[src/rtl/adder_amba_pipe.sv]
// rtl/adder_amba_pipe.sv - AXI4-Lite slave wrapping an add/sub unit with fixed compute latency
module adder_amba_pipe #(
    parameter int C_S_AXI_DATA_WIDTH = 32,
    parameter int C_S_AXI_ADDR_WIDTH = 5,
    parameter int PIPE_STAGES        = 2
) (
    input  logic                              S_AXI_ACLK,
    input  logic                              S_AXI_ARESETN,
    input  logic [C_S_AXI_ADDR_WIDTH-1:0]     S_AXI_AWADDR,
    input  logic [2:0]                        S_AXI_AWPROT,
    input  logic                              S_AXI_AWVALID,
    output logic                              S_AXI_AWREADY,
    input  logic [C_S_AXI_DATA_WIDTH-1:0]     S_AXI_WDATA,
    input  logic [C_S_AXI_DATA_WIDTH/8-1:0]   S_AXI_WSTRB,
    input  logic                              S_AXI_WVALID,
    output logic                              S_AXI_WREADY,
    output logic [1:0]                        S_AXI_BRESP,
    output logic                              S_AXI_BVALID,
    input  logic                              S_AXI_BREADY,
    input  logic [C_S_AXI_ADDR_WIDTH-1:0]     S_AXI_ARADDR,
    input  logic [2:0]                        S_AXI_ARPROT,
    input  logic                              S_AXI_ARVALID,
    output logic                              S_AXI_ARREADY,
    output logic [C_S_AXI_DATA_WIDTH-1:0]     S_AXI_RDATA,
    output logic [1:0]                        S_AXI_RRESP,
    output logic                              S_AXI_RVALID,
    input  logic                              S_AXI_RREADY,
    output logic [3:0]                        o_leds
);
    localparam int DW = C_S_AXI_DATA_WIDTH;
    localparam int NB = DW / 8;
    localparam int IW = C_S_AXI_ADDR_WIDTH - 2;

    localparam logic [IW-1:0] IDX_OPA    = IW'(0);
    localparam logic [IW-1:0] IDX_OPB    = IW'(1);
    localparam logic [IW-1:0] IDX_RESULT = IW'(2);
    localparam logic [IW-1:0] IDX_CTRL   = IW'(3);
    localparam logic [IW-1:0] IDX_STATUS = IW'(4);
    localparam logic [IW-1:0] IDX_COUNT  = IW'(5);

    localparam logic [1:0] RESP_OKAY   = 2'b00;
    localparam logic [1:0] RESP_SLVERR = 2'b10;

    logic          aw_full, w_full;
    logic [IW-1:0] widx;
    logic [DW-1:0] wdata_q;
    logic [NB-1:0] wstrb_q;
    logic          bvalid, rvalid;
    logic [1:0]    bresp, rresp;
    logic [DW-1:0] rdata;

    logic [DW-1:0] opa, opb, result, count;
    logic          ctrl_op, ctrl_acc;
    logic          busy, done, carry, ovf, drop;
    logic [3:0]    cnt;
    logic [DW-1:0] a_q, b_q;
    logic          op_q;

    logic          wr_fire, wr_ok, ctrl_hit, start_req;
    logic [IW-1:0] rd_idx;
    logic [DW-1:0] rd_val;
    logic          rd_ok;
    logic [DW:0]   sum_ext;
    logic          ovf_c;
    logic          unused_ok;

    assign S_AXI_AWREADY = S_AXI_ARESETN & ~aw_full & ~bvalid;
    assign S_AXI_WREADY  = S_AXI_ARESETN & ~w_full & ~bvalid;
    assign S_AXI_ARREADY = S_AXI_ARESETN & S_AXI_ARVALID & ~rvalid;
    assign S_AXI_BVALID  = bvalid;
    assign S_AXI_BRESP   = bresp;
    assign S_AXI_RVALID  = rvalid;
    assign S_AXI_RDATA   = rdata;
    assign S_AXI_RRESP   = rresp;
    assign o_leds        = result[3:0];

    assign unused_ok = &{1'b0, S_AXI_AWPROT, S_AXI_ARPROT, S_AXI_AWADDR[1:0], S_AXI_ARADDR[1:0]};

    function automatic logic [DW-1:0] merge_bytes(input logic [DW-1:0] old_v,
                                                  input logic [DW-1:0] new_v,
                                                  input logic [NB-1:0] strb);
        logic [DW-1:0] r;
        r = old_v;
        for (int i = 0; i < NB; i++) begin
            if (strb[i]) r[8*i +: 8] = new_v[8*i +: 8];
        end
        return r;
    endfunction

    assign wr_fire   = aw_full & w_full;
    assign ctrl_hit  = wr_fire && (widx == IDX_CTRL) && wstrb_q[0];
    assign start_req = ctrl_hit && wdata_q[0];
    assign rd_idx    = S_AXI_ARADDR[C_S_AXI_ADDR_WIDTH-1:2];

    always_comb begin
        wr_ok = 1'b0;
        case (widx)
            IDX_OPA, IDX_OPB, IDX_CTRL: wr_ok = 1'b1;
            default:                    wr_ok = 1'b0;
        endcase
    end

    always_comb begin
        rd_val = '0;
        rd_ok  = 1'b1;
        case (rd_idx)
            IDX_OPA:    rd_val = opa;
            IDX_OPB:    rd_val = opb;
            IDX_RESULT: rd_val = result;
            IDX_CTRL:   rd_val = {{(DW-3){1'b0}}, ctrl_acc, ctrl_op, 1'b0};
            IDX_STATUS: rd_val = {{(DW-5){1'b0}}, drop, ovf, carry, done, busy};
            IDX_COUNT:  rd_val = count;
            default:    rd_ok  = 1'b0;
        endcase
    end

    // Borrow on subtract shows up as the extension bit of the wide difference.
    always_comb begin
        sum_ext = '0;
        ovf_c   = 1'b0;
        if (op_q) begin
            sum_ext = {1'b0, a_q} - {1'b0, b_q};
            ovf_c   = (a_q[DW-1] != b_q[DW-1]) && (sum_ext[DW-1] != a_q[DW-1]);
        end else begin
            sum_ext = {1'b0, a_q} + {1'b0, b_q};
            ovf_c   = (a_q[DW-1] == b_q[DW-1]) && (sum_ext[DW-1] != a_q[DW-1]);
        end
    end

    always_ff @(posedge S_AXI_ACLK or negedge S_AXI_ARESETN) begin
        if (!S_AXI_ARESETN) begin
            aw_full <= 1'b0;
            w_full  <= 1'b0;
            widx    <= '0;
            wdata_q <= '0;
            wstrb_q <= '0;
            bvalid  <= 1'b0;
            bresp   <= RESP_OKAY;
            rvalid  <= 1'b0;
            rdata   <= '0;
            rresp   <= RESP_OKAY;
        end else begin
            if (S_AXI_AWVALID && S_AXI_AWREADY) begin
                aw_full <= 1'b1;
                widx    <= S_AXI_AWADDR[C_S_AXI_ADDR_WIDTH-1:2];
            end
            if (S_AXI_WVALID && S_AXI_WREADY) begin
                w_full  <= 1'b1;
                wdata_q <= S_AXI_WDATA;
                wstrb_q <= S_AXI_WSTRB;
            end
            if (wr_fire) begin
                aw_full <= 1'b0;
                w_full  <= 1'b0;
                bvalid  <= 1'b1;
                bresp   <= wr_ok ? RESP_OKAY : RESP_SLVERR;
            end else if (bvalid && S_AXI_BREADY) begin
                bvalid <= 1'b0;
            end
            if (S_AXI_ARVALID && S_AXI_ARREADY) begin
                rvalid <= 1'b1;
                rdata  <= rd_ok ? rd_val : '0;
                rresp  <= rd_ok ? RESP_OKAY : RESP_SLVERR;
            end else if (rvalid && S_AXI_RREADY) begin
                rvalid <= 1'b0;
            end
        end
    end

    always_ff @(posedge S_AXI_ACLK or negedge S_AXI_ARESETN) begin
        if (!S_AXI_ARESETN) begin
            opa      <= '0;
            opb      <= '0;
            result   <= '0;
            count    <= '0;
            ctrl_op  <= 1'b0;
            ctrl_acc <= 1'b0;
            busy     <= 1'b0;
            done     <= 1'b0;
            carry    <= 1'b0;
            ovf      <= 1'b0;
            drop     <= 1'b0;
            cnt      <= '0;
            a_q      <= '0;
            b_q      <= '0;
            op_q     <= 1'b0;
        end else begin
            if (busy) begin
                if (cnt == 4'd1) begin
                    result <= sum_ext[DW-1:0];
                    carry  <= sum_ext[DW];
                    ovf    <= ovf_c;
                    count  <= count + DW'(1);
                    busy   <= 1'b0;
                    done   <= 1'b1;
                end else begin
                    cnt <= cnt - 4'd1;
                end
            end

            if (wr_fire && widx == IDX_OPA) opa <= merge_bytes(opa, wdata_q, wstrb_q);
            if (wr_fire && widx == IDX_OPB) opb <= merge_bytes(opb, wdata_q, wstrb_q);
            if (ctrl_hit) begin
                ctrl_op  <= wdata_q[1];
                ctrl_acc <= wdata_q[2];
            end

            // Launch samples RESULT as it stands now, so accumulate chains correctly.
            if (start_req) begin
                if (busy) begin
                    drop <= 1'b1;
                end else begin
                    busy <= 1'b1;
                    done <= 1'b0;
                    drop <= 1'b0;
                    cnt  <= 4'(PIPE_STAGES);
                    a_q  <= wdata_q[2] ? result : opa;
                    b_q  <= opb;
                    op_q <= wdata_q[1];
                end
            end
        end
    end
endmodule
[config.mk]
export PLATFORM = sky130hd
export DESIGN_NAME = adder_amba_pipe
export DESIGN_NICKNAME = d
export VERILOG_FILES = /design/src/rtl/adder_amba_pipe.sv
export SDC_FILE = /design/constraint.sdc
export NUM_CORES = 1
export LEC_CHECK = 0
export CORE_MARGIN = 1
export CORE_UTILIZATION = 65
export CTS_BUF_LIST = sky130_fd_sc_hd__clkbuf_4
export CTS_CLUSTER_SIZE = 10
export DETAILED_ROUTE_END_ITERATION = 7
export GPL_TIMING_DRIVEN = 0
export PLACE_DENSITY = 0.91
export SLEW_MARGIN = 5
export SYNTH_ARGS = -nofsm -noshare
export SYNTH_HDL_FRONTEND = slang
export SYNTH_SLANG_ARGS = --single-unit
[constraint.sdc]
create_clock -name S_AXI_ACLK -period 6.2 [get_ports S_AXI_ACLK]
set_clock_uncertainty 0.1 [all_clocks]
set_input_delay 1.86 -clock S_AXI_ACLK [delete_from_list [all_inputs] [get_ports S_AXI_ACLK]]
set_output_delay 1.86 -clock S_AXI_ACLK [all_outputs]
set_load 0.005 [all_outputs]
; After elaboration in Yosys (flattened, before gate mapping)
; Cells that the tools add are included.
[op_classes]
mux = 30
bitwise_logic = 12
n_addsub = 4
eq_ne = 12
n_reduce_logical = 30
[op_table]
columns = operator, count
row1 = 32-bit one-hot mux with 6 select lines, 1
row2 = 32-bit two-way mux, 2
row3 = 32-bit by 32-bit adder with 33-bit output, 1
row4 = 33-bit two-way mux, 1
row5 = 32-bit by 32-bit subtractor with 33-bit output, 1
row6 = "32-bit by 1-bit adder with 32-bit output, second input constant", 1
row7 = 1-bit two-way mux, 20
row8 = 2-bit AND reduction, 10
row9 = 4-bit two-way mux, 4
row10 = 1-bit logical AND, 12
row11 = "3-bit by 2-bit == test with 1-bit output, second input constant", 3
row12 = 2-bit nonzero test, 4
row13 = 1-bit bitwise AND, 7
row14 = "3-bit by 1-bit == test with 1-bit output, second input constant", 2
row15 = "3-bit == test, second input constant", 2
row16 = 3-bit zero test, 2
row17 = 6-bit OR reduction, 1
row18 = 1-bit inverter, 5
row19 = "4-bit by 1-bit == test with 1-bit output, second input constant", 1
row20 = 2-bit two-way mux, 2
row21 = "4-bit by 1-bit subtractor with 4-bit output, second input constant", 1
row22 = 1-bit != test, 3
row23 = 3-bit OR reduction, 1
row24 = 1-bit == test, 1
[word_totals]
ff_bits = 283
wordCells = 119
out_inout_bits = 45
inputBits = 59

; Logic depth before layout (Yosys ltp)
; Gate-level depths: netlist (run 1).
[logic_depth]
word_depth = 6
mapped_depth = 12
mapped_depth_nobuf = 12

; Worst setup path after synthesis (run 1)
; No wires, ideal clock.
[synth_timing]
path_type = input to output
start = input S_AXI_ARVALID
end = output S_AXI_ARREADY
n_path_buf = 0
stages = 2
required_ns = 4.240
slack_ns = 2.131
arrival_ns = 2.109
path_cell_list = nand3_1 > inv_1
[synth_via]
elab_chain_cells = 2
[synth_rtl]
columns = element, line
row1 = from (decl), 22  ; input logic S_AXI_ARVALID,
row2 = 1-bit bitwise AND (2 in a row), 69  ; assign S_AXI_ARREADY = S_AXI_ARESETN & S_AXI_ARVALID & ~rvalid;
row3 = to (decl), 23  ; output logic S_AXI_ARREADY,
; No other way between the ends.

; Worst setup path after layout (run 1)
[layout_timing]
start = input S_AXI_ARESETN
end = output S_AXI_ARREADY
[layout_via]
elab_chain_cells = 2
[layout_rtl]
columns = element, line
row1 = from (decl), 8  ; input logic S_AXI_ARESETN,
row2 = 1-bit bitwise AND (2 in a row), 69
; No other way between the ends.

==> results.py, run 1 <==
metrics = {
    "outcome": {
        "status": "finished clean",
    },
    "placement": {
        "port_buffers": 90,
        "dp_slack_ns": 0.2560,
        "placed_cell_area_mm2": 0.01677,
        "routabilityCongestion": 0.9513,
        "dp.cells": 2010,
        "dp_hpwl_um": 33620,
    },
    "route": {
        "vias": 13282,
        "detail-route-antenna-nets": 0,
        "post_drt_wl_per_cell_um": 21.99,
        "drtIter0Drc": 1239,
        "remaining_drc_errors": 0,
        "avgViaCountPerCell": 6.233,
        "firstDrtPassIters": 6,
        "routed_wirelength_um": 46870,
    },
    "timing": {
        "postLayoutSetupSlackWorst_ns": 0.3121,
        "rsz0062_at_grt": "no",
        "fin_tns_setup_ns": 0,
        "final_hold_viol_count": 0,
        "setup_viol": 0,
        "fmax_mhz": 169.8,
        "worstMarginPinSlew_ns": 1.036,
        "slew_headroom": 0.3092,
        "period_needed_ns": 5.888,
        "final.period_utilization": 0.9497,
        "slew_viol_final": 0,
    },
    "hold_path": {
        "holdPathEnd": "S_AXI_RDATA[29]",
        "min_delay_path_depth": 2,
        "hp-class": "reg -> reg",
        "min_from": "S_AXI_RDATA[29]",
    },
    "cts": {
        "postCtsHoldBufs": 0,
        "cts_resized": 0,
        "clk_root_buffer_cell": "clkbuf_4",
        "clkSinkCount": 281,
        "post_cts_buffers": 0,
        "cts_buffers": 75,
        "cts_max_level": 3,
        "cts_tree": "done",
        "path_clk_slew_ns": 0.06,
        "cts_buffer_depth": 3,
        "clkLatencyLatePin_ns": 0.71,
    },
    "finish": {
        "area_growth_pct": 14.75,
        "layout_common_cells": "dfrtp_1, nand2_1, a21oi_1",
        "fill_cells": 1568,
        "final_cells": 2131,
        "mostFrequentLayoutCell": "dfrtp_1",
        "multi_input_area_mm2": 0.007711,
        "finalInstanceArea_mm2": 0.01765,
        "drive_above_1_share": 0.1387,
        "regArea_mm2": 0.007032,
        "layout.nets": 1902,
    },
    "setup_path": {
        "worst-path-max-fanout": 89,
        "worstPathArrival_ns": 3.93,
        "crit_required_ns": 4.24,
        "cp_slowest_stage_delay_ns": 0.52,
        "crit_chain": "buf_8 > buf_16 > nand3_1 > inv_1 > clkdlybuf4s50_1",
        "cp-end-kind": "primary output",
        "critPathKind": "in -> out",
        "r2r-start": "aw_full",
        "cp_slowest_cell": "clkdlybuf4s50_1",
        "reg2reg_slack_ns": 2.35,
        "timing.rr.end": "a_q[24]",
        "worstSetupStartpointType": "primary input",
        "rr_worst_depth": 7,
    },
    "floorplanning": {
        "fp.dieW_um": 155.8,
        "coreArea_mm2": 0.02292,
        "fp.dieArea_mm2": 0.02429,
        "ios": 104,
        "die_h_um": 155.8,
        "start_util": 0.6713,
        "row_count": 55,
    },
    "job": {
        "cap_violations": 0,
    },
    "synth": {
        "synth.ff_latch_count": 281,
        "yosysSeqAreaShare": 0.4571,
        "synthCells": 1602,
        "synth_area_mm2": 0.01538,
        "ys_async_sr_fraction": 1.000,
        "ys_warn_count": 0,
        "ys.flop_type": "dfrtp_1",
        "synth_cell_types": 70,
        "avgSynthCellArea_um2": 9.603,
        "synth_edf_count": 0,
    },
    "global_routing": {
        "track_usage": 0.3985,
        "grt_max_degree": 109,
        "overflow": 0,
        "grt_antenna_before_repair": 1,
        "grt_pass1_vias": 13498,
        "grt_pass1_wl_um": 73070,
    },
    "pwr": {
        "fin_total_pwr_mw": 6.163,
        "p_per_area_mw_per_mm2": 349.2,
        "leakage_nw": 8.347,
        "ir_drop_mv": 0.2621,
    },
}
## flip-flops by register name, summed over array words and instances (netlist names), 32 cells and up
name,cells
result,32
wdata_q,32
a_q,32
count,32
opa,32
opb,32
b_q,32
S_AXI_RDATA,32
## report_power, final
| part | leakage [nW] | internal, mW | switching (mW) | total (mW) |
|---|---|---|---|---|
| combinational | 4.03 | 0.867 | 1.15 | 2.02 |
| clock | 0.527 | 0.808 | 0.793 | 1.60 |
| sequential | 3.79 | 2.21 | 0.342 | 2.55 |
## cells by family (layout without fill, tap and decap cells)
logic type	Yosys count	after routing	synth area share
adder cells (fa/ha/maj)	69	69	0.05710
multiplexers	179	179	0.1283
buffers and inverters	164	378	0.04270
AND/OR/NAND/NOR	448	448	0.1271
AO/OA/AOI/OAI	402	402	0.1545
XOR/XNOR	58	58	0.03302
flip-flops	281	281	0.4571
other	1	3	0.0002438
## Yosys cell counts (19+ instances only)
cell	count	area, µm²
mux2_2	105	1182
nand2_1	167	626.9
nor3_1	19	95.09
nor2_1	157	589.3
clkbuf_1	67	251.5
dfrtp_1	281	7032
xnor2_1	38	332.8
o21ai_0	137	685.7
ha_1	67	838.3
mux2i_1	70	700.7
nand3_1	28	140.1
inv_1	71	266.5
xor2_1	20	175.2
a21oi_1	162	810.8
## cell type report
class | instances | share of cell area
well taps | 313 | 0.02219
clock inverters | 17 | 0.006167
flip-flops and latches | 281 | 0.3984
diodes | 1 | 0.0001418
repair buffers | 94 | 0.05529
clock buffers | 103 | 0.04381
multi-input cells | 1158 | 0.4368
plain buffers | 92 | 0.02190
inverters | 72 | 0.01531
## stage by stage
stage / hold WS, ns / util
5_1_grt: 0.4059 / 0.7703
2_1_floorplan: 0.3419 / -
3_3_place_gp: 0.3575 / 0.7279
4_1_cts: 0.3801 / 0.7702
6_report: 0.3813 / 0.7703
3_5_place_dp: 0.3708 / 0.7317
## worst max-delay path by stage
| stage | slack [ns] | start | endpoint |
|---|---|---|---|
| 6_report | 0.31 | S_AXI_ARESETN | S_AXI_ARREADY |
| 4_1_cts | 0.25 | S_AXI_ARESETN | S_AXI_ARREADY |
| 2_1_floorplan | 2.13 | S_AXI_ARVALID | S_AXI_ARREADY |
| 3_5_place_dp | 0.26 | S_AXI_ARESETN | S_AXI_ARREADY |
| 3_3_place_gp | -10.65 | S_AXI_ARESETN | S_AXI_ARREADY |
| 5_1_grt | 0.07 | S_AXI_ARESETN | S_AXI_ARREADY |
## critical path: cells and delay by family
kind          cells  cell delay (ns)
buf+inv           4             1.61
simple gates      1             0.34
## per-layer routing
layer / GRT usage / part of all wire / vias to the layer above
met5: 0 / 0 / -
met1: 0.5139 / 0.40 / 6437
met2: 0.6422 / 0.47 / 738
li1: - / - / 5956
met4: 0.1797 / 0.038 / 0
met3: 0.09278 / 0.087 / 151
Note: power is estimated with default switching activity, not from simulation.
==> run 2: changes to the inputs <==
--- a/config.mk
+++ b/config.mk
@@ -6,12 +6,11 @@
 export NUM_CORES = 1
 export LEC_CHECK = 0
 export CORE_MARGIN = 1
-export CORE_UTILIZATION = 65
-export CTS_BUF_LIST = sky130_fd_sc_hd__clkbuf_4
+export CORE_UTILIZATION = 64
 export CTS_CLUSTER_SIZE = 10
 export DETAILED_ROUTE_END_ITERATION = 7
 export GPL_TIMING_DRIVEN = 0
-export PLACE_DENSITY = 0.91
+export PLACE_DENSITY = 0.9
 export SLEW_MARGIN = 5
 export SYNTH_ARGS = -nofsm -noshare
 export SYNTH_HDL_FRONTEND = slang
==> run 2 against run 1 <==
Global-route usage is 0.83 points higher. Cell count decreased by 3.3%. Cell area grew 0.77%. Non-clock buffer count stayed put. Critical path type unchanged. Critical endpoint unchanged. Largest power group unchanged.
==> results.py, run 2 (synthesized netlist as in run 1, its figures left out) <==
metrics = {
    "outcome": {
        "status": "finished clean",
    },
    "global_routing": {
        "track_usage": 0.4068,
        "grt_pass1_wl_um": 74810,
        "grt_antenna_before_repair": 0,
        "grt_pass1_vias": 13272,
        "grt_max_degree": 113,
        "overflow": 0,
    },
    "hold_path": {
        "hp-class": "reg -> reg",
        "min_from": "S_AXI_RDATA[11]",
        "holdPathEnd": "S_AXI_RDATA[11]",
        "min_delay_path_depth": 2,
    },
    "floorplanning": {
        "row_count": 56,
        "die_h_um": 157.0,
        "ios": 104,
        "fp.dieArea_mm2": 0.02466,
        "coreArea_mm2": 0.02354,
        "start_util": 0.6534,
        "fp.dieW_um": 157.0,
    },
    "finish": {
        "layout_common_cells": "dfrtp_1, nand2_1, a21oi_1",
        "mostFrequentLayoutCell": "dfrtp_1",
        "final_cells": 2061,
        "drive_above_1_share": 0.1068,
        "antenna_cells": 0,
        "layout.nets": 1862,
        "area_growth_pct": 15.62,
        "finalInstanceArea_mm2": 0.01779,
    },
    "pwr": {
        "power.share.clock": 0.292,
        "internal_power_mw": 4.188,
        "swShare": 0.3536,
        "pwr-share-seq": 0.393,
        "p_per_area_mw_per_mm2": 364.2,
        "power_switching_mw": 2.291,
        "leakage_nw": 8.323,
        "combPwrFrac": 0.315,
        "ir_drop_mv": 0.3145,
    },
    "setup_path": {
        "r2r-start": "aw_full",
        "reg2reg_slack_ns": 2.39,
        "cp_top_family": "buffers and inverters",
        "crit_buf_inv": 4,
        "crit_chain": "buf_8 > buf_16 > nand3_1 > inv_1 > clkdlybuf4s50_1",
        "worst-path-stages": 5,
        "rr_worst_depth": 8,
        "cp-end-kind": "primary output",
        "worstPathArrival_ns": 3.82,
        "crit_required_ns": 4.24,
        "cp_slowest_stage_delay_ns": 0.53,
        "timing.rr.end": "b_q[12]",
        "cp_slowest_cell": "clkdlybuf4s50_1",
        "critPathKind": "in -> out",
        "worst-path-max-fanout": 91,
        "worstSetupStartpointType": "primary input",
    },
    "cts": {
        "cts_resized": 0,
        "cts_tree": "done",
        "clkLatencyLatePin_ns": 0.53,
        "cts_buffer_depth": 3,
        "cts_max_level": 2,
        "clkSinkCount": 281,
        "clk_root_buffer_cell": "clkbuf_16",
        "path_clk_slew_ns": 0.05,
        "cts_buffers": 35,
        "postCtsHoldBufs": 0,
        "post_cts_buffers": 0,
    },
    "placement": {
        "dp.cells": 2016,
        "routabilityCongestion": 0.9483,
        "dp_hpwl_um": 33590,
        "port_buffers": 90,
        "placed_cell_area_mm2": 0.01677,
    },
    "timing": {
        "rsz0062_at_grt": "no",
        "fmax_mhz": 173.0,
        "worstMarginPinSlew_ns": 1.131,
        "period_needed_ns": 5.780,
        "slew_headroom": 0.2404,
        "final_hold_viol_count": 0,
        "fin_hold_ws_ns": 0.3825,
        "final.period_utilization": 0.9322,
        "setup_viol": 0,
        "slew_viol_final": 0,
    },
    "route": {
        "remaining_drc_errors": 0,
        "avgViaCountPerCell": 6.461,
        "post_drt_wl_per_cell_um": 23.53,
        "detail-route-antenna-nets": 0,
        "firstDrtPassIters": 8,
        "vias": 13317,
        "routed_wirelength_um": 48500,
        "drtIter0Drc": 1417,
    },
    "job": {
        "cap_violations": 0,
    },
}
==> run 2: cell count changes in the layout (fill, tap and decap cells not counted), sizes merged <==
cell and change:
clkbuf -64, clkinv -9, clkinvlp -1, diode -1, inv -1
==> run 2: routing by layer <==
| layer | up-vias | track usage | share of wire |
|---|---|---|---|
| met4 | 0 | 0.1886 | 0.042 |
| met5 | - | 0 | 0 |
| met2 | 732 | 0.6497 | 0.47 |
| li1 | 5828 | - | - |
| met1 | 6603 | 0.5348 | 0.40 |
| met3 | 154 | 0.08343 | 0.086 |
==> run 2: metrics by stage <==
stage / total power, mW / TNS (ns) / utilization / setup slack [ns]
finish: 6.479 / 0 / 0.7555 / 0.4204
global route: 6.743 / 0 / 0.7555 / 0.1813
CTS: 6.414 / 0 / 0.7555 / 0.3355
detailed placement: 4.523 / 0 / 0.7125 / 0.3495
global placement: 4.429 / -2977.44 / 0.7088 / -10.42
floorplan: 3.786 / 0 / - / 2.131
==> run 2: power groups by stage <==
stage | Combinational, mW | Sequential, mW | Clock (mW)
after floorplan | 1.35 | 2.44 | 0
after global placement | 1.91 | 2.52 | 0
after detailed placement | 1.97 | 2.55 | 0
after CTS | 2.00 | 2.53 | 1.88
after global routing | 2.21 | 2.58 | 1.95
final | 2.04 | 2.55 | 1.89
==> run 2: area by class of cell <==
cell class              instances  area, µm²
clock inverters                 6      70.07
inverters                      72      270.3
well taps                     319      399.1
clock buffers                  39      942.2
fillers                      1593       5756
multi-input cells            1158       7711
flip-flops and latches        281       7032
plain buffers                  92      386.6
repair buffers                 94      975.9
==> run 2: worst max path at each step <==
| stage | from | end | slack [ns] |
|---|---|---|---|
| 4_1_cts | S_AXI_ARESETN | S_AXI_ARREADY | 0.34 |
| 6_report | S_AXI_ARESETN | S_AXI_ARREADY | 0.42 |
| 2_1_floorplan | S_AXI_ARVALID | S_AXI_ARREADY | 2.13 |
| 5_1_grt | S_AXI_ARESETN | S_AXI_ARREADY | 0.18 |
| 3_3_place_gp | S_AXI_ARESETN | S_AXI_ARREADY | -10.42 |
| 3_5_place_dp | S_AXI_ARESETN | S_AXI_ARREADY | 0.35 |
==> run 2: tightest hold or removal path, stage by stage (launching register included) <==
cell and delay [ns]:
dfrtp_1 0.34, nand2_1 0.05, o21ai_0 0.06
